===== config.mk =====
export PLATFORM = sky130hd
export DESIGN_NAME = hex_digit_counter_flat
export DESIGN_NICKNAME = d
export VERILOG_FILES = /design/src/rtl/hex_digit_counter_if.sv /design/src/rtl/hex_digit_counter.sv /design/src/flat_wrapper.sv
export SDC_FILE = /design/constraint.sdc
export NUM_CORES = 1
export LEC_CHECK = 0
export ABC_AREA = 1
export BUFFER_PORTS_ARGS = -buffer_cell sky130_fd_sc_hd__clkbuf_2
export CAP_MARGIN = 20
export CELL_PAD_IN_SITES_DETAIL_PLACEMENT = 1
export CELL_PAD_IN_SITES_GLOBAL_PLACEMENT = 2
export CORE_MARGIN = 1.5
export CORE_UTILIZATION = 32
export DETAILED_ROUTE_END_ITERATION = 10
export GPL_TIMING_DRIVEN = 0
export PLACE_DENSITY = 0.8
export SLEW_MARGIN = 20
export SYNTH_ARGS = -nofsm -noshare
export SYNTH_HDL_FRONTEND = slang
export SYNTH_SLANG_ARGS = --single-unit

===== constraint.sdc =====
create_clock -name clock -period 1.8 [get_ports clock]
set_clock_uncertainty 0.05 [all_clocks]
set_input_delay 0.27 -clock clock [delete_from_list [all_inputs] [get_ports clock]]
set_output_delay 0.27 -clock clock [all_outputs]
set_load 0.05 [all_outputs]

===== src/rtl/hex_digit_counter_if.sv =====
// hex_digit_counter_if: control/status bundle between the switch/key logic and
// the hex digit counter.
//   enable, rate_sel, up, load, load_value : control into the counter
//   digit0, digit1                         : low/high hex digits to the decoders
//   tick, carry                            : one-cycle step / wrap status pulses
// Modports: master drives control and observes status; slave is the counter.
interface hex_digit_counter_if;
    logic       enable;
    logic [1:0] rate_sel;
    logic       up;
    logic       load;
    logic [7:0] load_value;
    logic [3:0] digit0;
    logic [3:0] digit1;
    logic       tick;
    logic       carry;

    modport master (
        output enable, rate_sel, up, load, load_value,
        input  digit0, digit1, tick, carry
    );

    modport slave (
        input  enable, rate_sel, up, load, load_value,
        output digit0, digit1, tick, carry
    );
endinterface


===== src/rtl/hex_digit_counter.sv =====
// hex_digit_counter: rate-divided 8-bit up/down counter feeding two hex digit
// decoders, with parallel load and one-cycle tick/carry status pulses.
// Ports:
//   clock - system clock, rising edge
//   reset - synchronous active-high reset
//   bus   - hex_digit_counter_if.slave (control in, digits and pulses out)
// Parameters:
//   CLK_FREQ - clock cycles per second; divider reloads derive from it
//   DIV_W    - divider width, must hold 4*CLK_FREQ-1
// Build option: define COUNT_SAT_EN to saturate at 0xFF (up) / 0x00 (down)
// instead of wrapping; saturated steps still reload the divider but raise no
// tick or carry.
module hex_digit_counter #(
    parameter int unsigned CLK_FREQ = 50000000,
    parameter int unsigned DIV_W    = 28
) (
    input logic               clock,
    input logic               reset,
    hex_digit_counter_if.slave bus
);

    localparam logic [DIV_W-1:0] Reload1 = DIV_W'(CLK_FREQ - 1);
    localparam logic [DIV_W-1:0] Reload2 = DIV_W'(2 * CLK_FREQ - 1);
    localparam logic [DIV_W-1:0] Reload4 = DIV_W'(4 * CLK_FREQ - 1);

    logic [7:0]       count_q, count_d;
    logic [DIV_W-1:0] div_q, div_d;
    logic             tick_q, tick_d;
    logic             carry_q, carry_d;

    logic [DIV_W-1:0] reload;
    logic [7:0]       stepped;
    logic             at_limit;

    // Reload follows the live rate_sel, so a rate change only takes effect at
    // the next reload rather than restarting the current period.
    always_comb begin
        unique case (bus.rate_sel)
            2'b00: reload = '0;
            2'b01: reload = Reload1;
            2'b10: reload = Reload2;
            2'b11: reload = Reload4;
        endcase
    end

    assign stepped  = bus.up ? count_q + 8'd1 : count_q - 8'd1;
    assign at_limit = bus.up ? (count_q == 8'hff) : (count_q == 8'h00);

    always_comb begin
        count_d = count_q;
        div_d   = div_q;
        tick_d  = 1'b0;
        carry_d = 1'b0;
        if (bus.load) begin
            count_d = bus.load_value;
            div_d   = reload;
        end else if (bus.enable) begin
            if (div_q == '0) begin
                div_d = reload;
`ifdef COUNT_SAT_EN
                if (!at_limit) begin
                    count_d = stepped;
                    tick_d  = 1'b1;
                end
`else
                count_d = stepped;
                tick_d  = 1'b1;
                carry_d = at_limit;
`endif
            end else begin
                div_d = div_q - 1'b1;
            end
        end
    end

    always_ff @(posedge clock) begin
        if (reset) begin
            count_q <= 8'h00;
            div_q   <= reload;
            tick_q  <= 1'b0;
            carry_q <= 1'b0;
        end else begin
            count_q <= count_d;
            div_q   <= div_d;
            tick_q  <= tick_d;
            carry_q <= carry_d;
        end
    end

    assign bus.digit0 = count_q[3:0];
    assign bus.digit1 = count_q[7:4];
    assign bus.tick   = tick_q;
    assign bus.carry  = carry_q;

endmodule


===== src/flat_wrapper.sv =====
// flat-port wrapper written by rule: the top's interface ports become plain ports
module hex_digit_counter_flat 
#(
    parameter int unsigned CLK_FREQ = 50000000,
    parameter int unsigned DIV_W    = 28
)
  (clock, reset, bus_enable, bus_rate_sel, bus_up, bus_load, bus_load_value, bus_digit0, bus_digit1, bus_tick, bus_carry);
  hex_digit_counter_if bus_i ();
  input logic clock;
  input logic reset;
  input wire logic [$bits(bus_i.enable)-1:0] bus_enable;
  input wire logic [$bits(bus_i.rate_sel)-1:0] bus_rate_sel;
  input wire logic [$bits(bus_i.up)-1:0] bus_up;
  input wire logic [$bits(bus_i.load)-1:0] bus_load;
  input wire logic [$bits(bus_i.load_value)-1:0] bus_load_value;
  output wire logic [$bits(bus_i.digit0)-1:0] bus_digit0;
  output wire logic [$bits(bus_i.digit1)-1:0] bus_digit1;
  output wire logic [$bits(bus_i.tick)-1:0] bus_tick;
  output wire logic [$bits(bus_i.carry)-1:0] bus_carry;
  assign bus_i.enable = bus_enable;
  assign bus_i.rate_sel = bus_rate_sel;
  assign bus_i.up = bus_up;
  assign bus_i.load = bus_load;
  assign bus_i.load_value = bus_load_value;
  assign bus_digit0 = bus_i.digit0;
  assign bus_digit1 = bus_i.digit1;
  assign bus_tick = bus_i.tick;
  assign bus_carry = bus_i.carry;
  hex_digit_counter #(.CLK_FREQ(CLK_FREQ), .DIV_W(DIV_W)) u_core (.clock(clock), .reset(reset), .bus(bus_i));
endmodule

Word-level counts from Yosys, hierarchy flattened --
Cells that the tools add are included.
Cells by class: add/subtract/negate cells 3, multiply operators 0, divide/modulo/power cells 0, order comparisons 0, equality and inequality tests 4, shift-type cells 0, multiplexer cells 11, bitwise operators 2, reductions and logical operators 9
Operators with widths (count):
- 2-to-1 mux 28 bit | 4
- case mux 28 bit (4 select lines) | 1
- 2-to-1 mux 8 bit | 4
- zero test 28 bit | 1
- subtractor 28 x 1 -> 28 bit, second input constant | 1
- adder 8 x 1 -> 8 bit, second input constant | 1
- equality test 8 bit, second input constant | 1
- zero test 8 bit | 1
- subtractor 8 x 1 -> 8 bit, second input constant | 1
- equality test 2 bit, second input constant | 2
- nonzero test 2 bit | 2
- OR reduction 4 bit | 1
- nonzero test 3 bit | 1
- OR reduction 3 bit | 1
- equality test 2 x 1 -> 1 bit, second input constant | 1
- zero test 2 bit | 1
- 2-to-1 mux 1 bit | 2
- inverter 1 bit | 2
- AND reduction 2 bit | 1
Storage, ports and cells: register bits after elaboration 38, latch bits 0, memory bits (writable) 0, ROM bits 0, input port bits 15, memories kept 0

Logic depth before layout (Yosys ltp) --
Gate-level depths: netlist of the first run.
depth after elaboration 6, gate-level depth with buffers 11

Worst setup path before layout of the first run --
Ideal clock, no wire load.
path kind register to register, from reg u_core.count_q[2], to reg u_core.count_q[5], library setup time 0.070 ns, arrival time 1.779 ns, setup slack -0.099 ns, cell stages (with the launch flop) 10, period minus slack after synthesis 1.899 ns, cell sequence dfxtp_1 > ha_1 > or2_2 > nand3b_1 > nand2_1 > nand2_1 > nand3_1 > nand2_1 > nand2_1 > a21oi_1
On the way: longest elaborated chain between the ends 5, elaborated cells between the ends (all ways) 6
RTL lines:
- start, declared | RTL line hex_digit_counter.sv:26 | logic [7:0] count_q, count_d;
- start signal, assigned | RTL line hex_digit_counter.sv:83 | count_q <= count_d;
- subtractor 8 x 1 -> 8 bit / adder 8 x 1 -> 8 bit (equally long branches) | RTL line hex_digit_counter.sv:46 | assign stepped = bus.up ? count_q + 8'd1 : count_q - 8'd1;
- 2-to-1 mux 8 bit * | RTL line hex_digit_counter.sv:46
- 2-to-1 mux 8 bit * | RTL line hex_digit_counter.sv:58 | if (div_q == '0) begin
- 2-to-1 mux 8 bit * | RTL line hex_digit_counter.sv:57 | end else if (bus.enable) begin
- 2-to-1 mux 8 bit * | RTL line hex_digit_counter.sv:54 | if (bus.load) begin
Every way passes the cells marked *; elsewhere a longest branch is shown, timed or not. The select of a mux whose other input is x is not followed. A chain may end at the register's enable or synchronous reset.

Worst setup path in the final report of the first run --
from reg u_core.div_q[1], to reg u_core.div_q[24] (data pin)
On the way: longest elaborated chain between the ends 5, elaborated cells between the ends (all ways) 6
RTL lines:
- start, declared | RTL line hex_digit_counter.sv:27 | logic [DIV_W-1:0] div_q, div_d;
- start signal, assigned | RTL line hex_digit_counter.sv:79 | div_q <= reload;
- start signal, assigned | RTL line hex_digit_counter.sv:84 | div_q <= div_d;
- subtractor 28 x 1 -> 28 bit / zero test 28 bit (equally long branches) | RTL line hex_digit_counter.sv:71, hex_digit_counter.sv:58
- 2-to-1 mux 28 bit * | RTL line hex_digit_counter.sv:58
- 2-to-1 mux 28 bit * | RTL line hex_digit_counter.sv:57
- 2-to-1 mux 28 bit * | RTL line hex_digit_counter.sv:54
- 2-to-1 mux 28 bit * | RTL line hex_digit_counter.sv:77 | if (reset) begin
Marks and branches as above.

==> impl_metrics.py, run 1 <==
metrics = {
    "timing": {
        "finalMaxSlewViolations": 0,
        "final_hold_viol_count": 0,
        "min_period_ps": 1842,
        "postLayoutSetupSlackWorst_ps": -41.82,
        "setup_viol": 16,
        "relSlewSlack_pct": 51.29,
        "timing.fmax_mhz": 542.9,
        "setup_tns_ps": -406.5,
        "worstMarginPinSlew_ps": 728.1,
        "hold_ws_ps": 237.8,
        "rsz0062_at_grt": "yes",
        "period_share_pct": 102.3,
    },
    "worst_setup_path": {
        "crit_chain": "inv_2, ha_4, nand2_2, nor2_4, nand3_4, nor2_4, nand2_1, nand2_1, nand3_1, nand2_1, inv_1",
        "worstPathMaxFanout": 4,
        "critical-path-slowest-cell": "edfxtp_1",
        "slowest_delay_ps": 440,
        "rr_worst_depth": 11,
        "path_common_cell": "nand2_1",
        "crit_family": "simple AND/OR/NAND/NOR gates",
        "r2r_slack_ps": -40,
        "cp_num_buf_inv": 2,
        "startpoint_type": "register",
        "crit_type": "register to register",
        "critical_path_depth": 11,
        "critPathArrivalTime_ps": 1850,
        "critPathRequiredTime_ps": 1810,
        "end_kind": "register",
    },
    "synthesis": {
        "synth_cell_types": 36,
        "synth_area_leaders": "edfxtp_1 (28%), nand2_1 (11%), dfxtp_1 (6.7%), nor2_1 (5.9%), ha_1 (5.0%)",
        "mappedNetlistArea_um2": 2997,
        "async_reset_ff_share_pct": 0,
        "synth_ff_type": "edfxtp_1",
        "yosys_warnings": 0,
        "synth_top_area_share_pct": 28.06,
        "yosysTopAreaCell": "edfxtp_1",
        "yosysSeqAreaShare_pct": 34.74,
        "syn_inst": 394,
        "synth_seq_cells": 38,
        "avgSynthCellArea_um2": 7.606,
        "yosysMostFrequentCell": "nand2_1",
        "synthTopCellsByCount": "nand2_1 (91), nor2_1 (47), inv_1 (40), nand3_1 (30), edfxtp_1 (28)",
        "syn-num-nets": 422,
        "synth_edf_count": 28,
    },
    "detailed_routing": {
        "drt_iter0_drc": 96,
        "routedWlPerCell_um": 15.82,
        "drt-vias-per-instance": 4.934,
        "remaining_drc_errors": 0,
        "drt_wl_total_um": 9158,
        "firstDrtPassIters": 4,
        "antenna_left": 0,
        "dr_total_vias": 2857,
    },
    "global_route": {
        "grt_pass1_vias": 2874,
        "track_usage_pct": 18.18,
        "gr-total-overflow": 0,
        "grt_max_degree": 29,
        "antenna_found_initial": 0,
        "grt_pass1_wl_um": 14290,
    },
    "clock_tree": {
        "clk_pin_slew_worst_paths_ps": 80,
        "htree_levels": 2,
        "clk-insertion-delay-late_ps": 300,
        "cts-root-buf": "clkbuf_8",
        "cts_buffer_depth": 2,
        "cts_tree": "yes",
        "numCtsBuffers": 5,
        "clock-sinks": 38,
    },
    "place": {
        "post-place-ws_ps": -296.4,
        "dp_cells": 529,
        "hpwl_um": 6236,
        "place_congestion": 0.7944,
        "io_buffers": 24,
    },
    "floorplanning": {
        "fp.dieW_um": 99.77,
        "initial_core_util_pct": 32.74,
        "fp.dieH_um": 99.77,
        "core_um2": 9153,
        "row_count": 35,
        "ioPinCount": 25,
        "dieArea_um2": 9954,
    },
    "pwr": {
        "ir_drop_uv": 305.2,
        "powerDensity_nw_per_um2": 644.7,
        "leakage_nw": 1.805,
    },
    "min_path": {
        "hp-class": "input pin to register",
        "hold_depth": 2,
    },
    "layout": {
        "diodes": 0,
        "nNetsFinal": 495,
        "instances_no_fill": 579,
        "syn_to_final_growth_pct": 36.33,
        "fill_cells": 1095,
        "layout-drive-gt1-share_pct": 41.67,
        "multi_input_area_um2": 2023,
        "seqCellArea_um2": 1049,
    },
    "run_status": {
        "failed_checks": "setup timing",
        "outcome": "complete, but fails checks",
    },
    "job": {
        "max_cap_violations": 0,
    },
}
[placed cells by master (no fill, tap or decap), types with 2 or more instances in the layout]
cell       n
a21oi_1   11
a21oi_2    2
a31oi_1    2
buf_12     4
buf_4     34
buf_6      5
clkbuf_1   2
clkbuf_2  24
clkbuf_8   5
dfxtp_1    4
dfxtp_2    6
edfxtp_1  28
ha_1      10
ha_4       2
inv_1     38
inv_2     13
nand2_1   75
nand2_2   21
nand2_4    6
nand2_8    2
nand3_1   22
nand3_2    7
nand3_4    4
nand3b_1   5
nand4_1    8
nor2_1    30
nor2_2    17
nor2_4    21
nor3_1     3
o21ai_0    6
o21ai_1    4
o21ai_2   12
xnor2_1    7
xor2_1    11
[through the flow]
| step | instance area, µm² | util [%] | power, mW |
|---|---|---|---|
| 3_3_place_gp | 3258 | 35.60 | 1.686 |
| 3_5_place_dp | 3261 | 35.63 | 1.702 |
| 5_1_grt | 4085 | 44.63 | 2.776 |
| 4_1_cts | 3661 | 40.00 | 2.540 |
| 2_1_floorplan | 2999 | - | 1.542 |
| 6_report | 4085 | 44.63 | 2.634 |
[path summary, 6_finish.rpt]
check,startpoint,endpoint
hold / removal,reset,u_core.count_q[2]$_SDFFE_PP0P_
setup / recovery,u_core.div_q[1]$_DFFE_PP_,u_core.div_q[24]$_DFFE_PP_
setup reg to reg,u_core.div_q[1]$_DFFE_PP_,u_core.div_q[24]$_DFFE_PP_
hold reg to reg,u_core.count_q[2]$_SDFFE_PP0P_,u_core.count_q[2]$_SDFFE_PP0P_
[where the power goes]
group / total, mW / switching, mW / internal (mW)
Sequential: 1.13 / 0.104 / 1.03
Clock: 0.753 / 0.343 / 0.410
Combinational: 0.746 / 0.449 / 0.297
[cell families after synthesis]
family                   after synthesis  share of synthesized area [%]
AO/OA/AOI/OAI                         37                          7.390
flip-flops                            38                          34.74
AND/OR/NAND/NOR                      228                          38.16
buffers and inverters                 58                          8.141
XOR/XNOR                              19                          5.553
adder cells (fa/ha/maj)               13                          5.678
multiplexers                           1                         0.3340
[sequential cells by signal, indices dropped and copies added, names as in the netlist]
| register | count |
|---|---|
| u_core.bus.carry | 1 |
| u_core.count_q | 8 |
| u_core.bus.tick | 1 |
| u_core.div_q | 28 |
[metal layers]
metal | global-route usage, % | vias up | wire [µm] | part of all wire (%)
met4 | 4.009 | 0 | 203 | 2.2
met5 | 0 | - | 0 | 0
met2 | 32.29 | 49 | 4574 | 50
li1 | - | 1429 | - | -
met1 | 23.50 | 1361 | 4137 | 45
met3 | 2.437 | 18 | 243 | 2.7
[cell type report]
class	count	share of cell area, %
flip-flops and latches	38	25.67
clock inverters	2	0.8270
multi-input cells	298	49.53
clock buffers	6	1.776
plain buffers	4	1.041
inverters	53	5.115
repair buffers	67	12.65
well taps	111	3.400
[repair_timing]
action	in CTS	in global routing
cloned	0	1
buffers inserted	20	23
pin swaps	9	23
hold buffers	0	0
endpoints found under the setup margin	33	65
resized for setup	29	69
Note: power is estimated with default switching activity, not from simulation.
==> run 2: changes to the inputs <==
==> constraint.sdc (replaced) <==
create_clock -name clock -period 1.8 [get_ports clock]
set_clock_uncertainty 0.05 [all_clocks]
set_input_delay 0.27 -clock clock [delete_from_list [all_inputs] [get_ports clock]]
set_output_delay 0.27 -clock clock [all_outputs]
set_load 0.01 [all_outputs]
==> impl_metrics.py, run 2 (synthesis gave the netlist of run 1 again) <==
metrics = {
    "run_status": {
        "outcome": "complete, but fails checks",
        "failed_checks": "setup timing",
    },
    "timing": {
        "postLayoutSetupSlackWorst_ps": -59.28,
        "setup_tns_ps": -527.6,
        "timing.fmax_mhz": 537.8,
        "setup_viol": 15,
        "relSlewSlack_pct": 56.80,
        "final_hold_viol_count": 0,
        "worstMarginPinSlew_ps": 648.0,
        "finalMaxSlewViolations": 0,
        "min_period_ps": 1859,
        "rsz0062_at_grt": "yes",
        "period_share_pct": 103.3,
    },
    "layout": {
        "diodes": 0,
        "largest_registers": "u_core.div_q: 28 flops, u_core.count_q: 8 flops",
        "instances_no_fill": 568,
        "largest_register_ffs": 28,
        "layout_commonest_cell": "nand2_1",
        "mostFrequentLayoutCells": "nand2_1 (83), inv_1 (38), nor2_1 (34)",
        "fill_cells": 1135,
        "nNetsFinal": 484,
        "syn_to_final_growth_pct": 29.48,
        "layout-drive-gt1-share_pct": 36.11,
        "fin_area_um2": 3880,
        "regMostFlops": "u_core.div_q",
    },
    "global_route": {
        "track_usage_pct": 17.75,
        "gr-usage-met3_pct": 1.880,
        "use_met1_pct": 22.80,
        "top_usage_layer": "met2",
        "grt_pass1_wl_um": 13860,
        "gr-usage-met2_pct": 31.82,
        "gr-total-overflow": 0,
        "grt_max_degree": 29,
        "grt_pass1_vias": 2792,
        "antenna_found_initial": 0,
    },
    "worst_setup_path": {
        "crit_family": "simple AND/OR/NAND/NOR gates",
        "cp_num_buf_inv": 2,
        "crit_type": "register to register",
        "critical-path-slowest-cell": "edfxtp_1",
        "rr_worst_depth": 9,
        "startpoint_type": "register",
        "critPathRequiredTime_ps": 1810,
        "slowest_delay_ps": 450,
        "rr_startpoint": "u_core.div_q[15]$_DFFE_PP_",
        "regToRegEndpoint": "u_core.div_q[14]$_DFFE_PP_",
        "critPathArrivalTime_ps": 1870,
        "worstPathMaxFanout": 10,
        "end_kind": "register",
        "r2r_slack_ps": -60,
        "crit_chain": "nor2_2, nand2_2, nor2_8, nand4_4, nand2_8, nand2_4, buf_12, o21ai_2, inv_2",
    },
    "floorplanning": {
        "ioPinCount": 25,
        "core_um2": 9153,
        "fp.dieW_um": 99.77,
        "initial_core_util_pct": 32.74,
        "row_count": 35,
        "dieArea_um2": 9954,
        "fp.dieH_um": 99.77,
    },
    "clock_tree": {
        "cts_buffer_depth": 2,
        "clk_pin_slew_worst_paths_ps": 90,
        "clock-sinks": 38,
        "cts_tree": "yes",
        "cts-root-buf": "clkbuf_8",
        "numCtsBuffers": 5,
        "htree_levels": 2,
        "clk-insertion-delay-late_ps": 290,
    },
    "place": {
        "post-place-ws_ps": -318.0,
        "io_buffers": 24,
        "dp_cells": 529,
        "placed_area_um2": 3258,
        "place_congestion": 0.8068,
        "hpwl_um": 6208,
    },
    "pwr": {
        "seqPwrFrac_pct": 44.5,
        "powerDensity_nw_per_um2": 651.9,
        "finalPower_mw": 2.529,
        "ir_drop_uv": 275.5,
        "power.internal_mw": 1.706,
        "switching_share_pct": 32.55,
        "switching_power_mw": 0.8232,
        "pwr-share-comb_pct": 25.9,
        "clockPowerShare_pct": 29.7,
        "leakage_nw": 1.711,
    },
    "min_path": {
        "holdPathEnd": "u_core.count_q[7]$_SDFFE_PP0P_",
        "hp-class": "input pin to register",
        "worstHoldStart": "bus_load_value[7]",
        "hold_depth": 5,
    },
    "detailed_routing": {
        "drt_iter0_drc": 85,
        "drt-vias-per-instance": 4.819,
        "firstDrtPassIters": 4,
        "antenna_left": 0,
        "routedWlPerCell_um": 15.15,
        "remaining_drc_errors": 0,
        "dr_total_vias": 2737,
        "drt_wl_total_um": 8604,
    },
    "job": {
        "max_cap_violations": 0,
    },
}
-- run 2: cell count changes in the layout (fill, tap and decap cells not counted), sizes merged --
cell / previous run / this run
buf: 45 / 35
clkbuf: 32 / 31
-- run 2: timing repair --
item                       CTS  global route
resized for setup           26            41
buffers inserted            15            16
setup endpoints to repair   33            37
hold buffers                 0             0
pin swaps                   10            17
-- run 2: how the worst max path moves through the flow --
| stage | slack (ps) | from | cells past startpoint | end |
|---|---|---|---|---|
| 3_5_place_dp | -320 | u_core.div_q[0]$_DFFE_PP_ | 11 | u_core.div_q[24]$_DFFE_PP_ |
| 3_3_place_gp | -480 | reset | 3 | u_core.div_q[5]$_DFFE_PP_ |
| 4_1_cts | -30 | u_core.div_q[8]$_DFFE_PP_ | 9 | u_core.div_q[14]$_DFFE_PP_ |
| 6_report | -60 | u_core.div_q[15]$_DFFE_PP_ | 9 | u_core.div_q[14]$_DFFE_PP_ |
| 5_1_grt | -140 | u_core.div_q[15]$_DFFE_PP_ | 9 | u_core.div_q[14]$_DFFE_PP_ |
| 2_1_floorplan | 30 | u_core.div_q[0]$_DFFE_PP_ | 10 | u_core.div_q[14]$_DFFE_PP_ |
-- run 2: metal layers --
layer  vias to the layer above  part of all wire (%)
li1                       1398                     -
met1                      1305                    46
met2                        26                    51
met3                         8                   1.2
met4                         0                   1.2
met5                         -                     0
-- run 2: area by class of cell --
type                            instances  area [µm²]  area share, %
Buffer                                  5       53.80          1.387
Clock buffer                            6       72.57          1.870
Clock inverter                          2       33.78         0.8707
Inverter                               53       203.9          5.256
Multi-Input combinational cell        298        1967          50.69
Sequential cell                        38        1042          26.86
Tap cell                              111       138.9          3.579
Timing Repair Buffer                   55       367.9          9.481
-- run 2: metrics by stage --
step / util (%) / hold slack [ps]
floorplan: - / 289.1
global placement: 35.57 / 463.2
detailed placement: 35.60 / 473.9
CTS: 39.25 / 244.9
global route: 42.39 / 267.7
finish: 42.39 / 260.9
-- run 2: worst reg2reg max path: stages (launching register included) --
cell and delay, ps:
edfxtp_1 450, nor2_2 190, nand2_2 140, nor2_8 150, nand4_4 150, nand2_8 150, nand2_4 80, buf_12 150
o21ai_2 70, inv_2 50
-- run 2: power by group through the flow --
stage	Sequential [mW]	Combinational [mW]	Clock, mW
2_1_floorplan	1.12	0.379	0
6_report	1.12	0.654	0.750
3_5_place_dp	1.14	0.516	0
4_1_cts	1.12	0.586	0.772
3_3_place_gp	1.14	0.507	0
5_1_grt	1.14	0.734	0.809
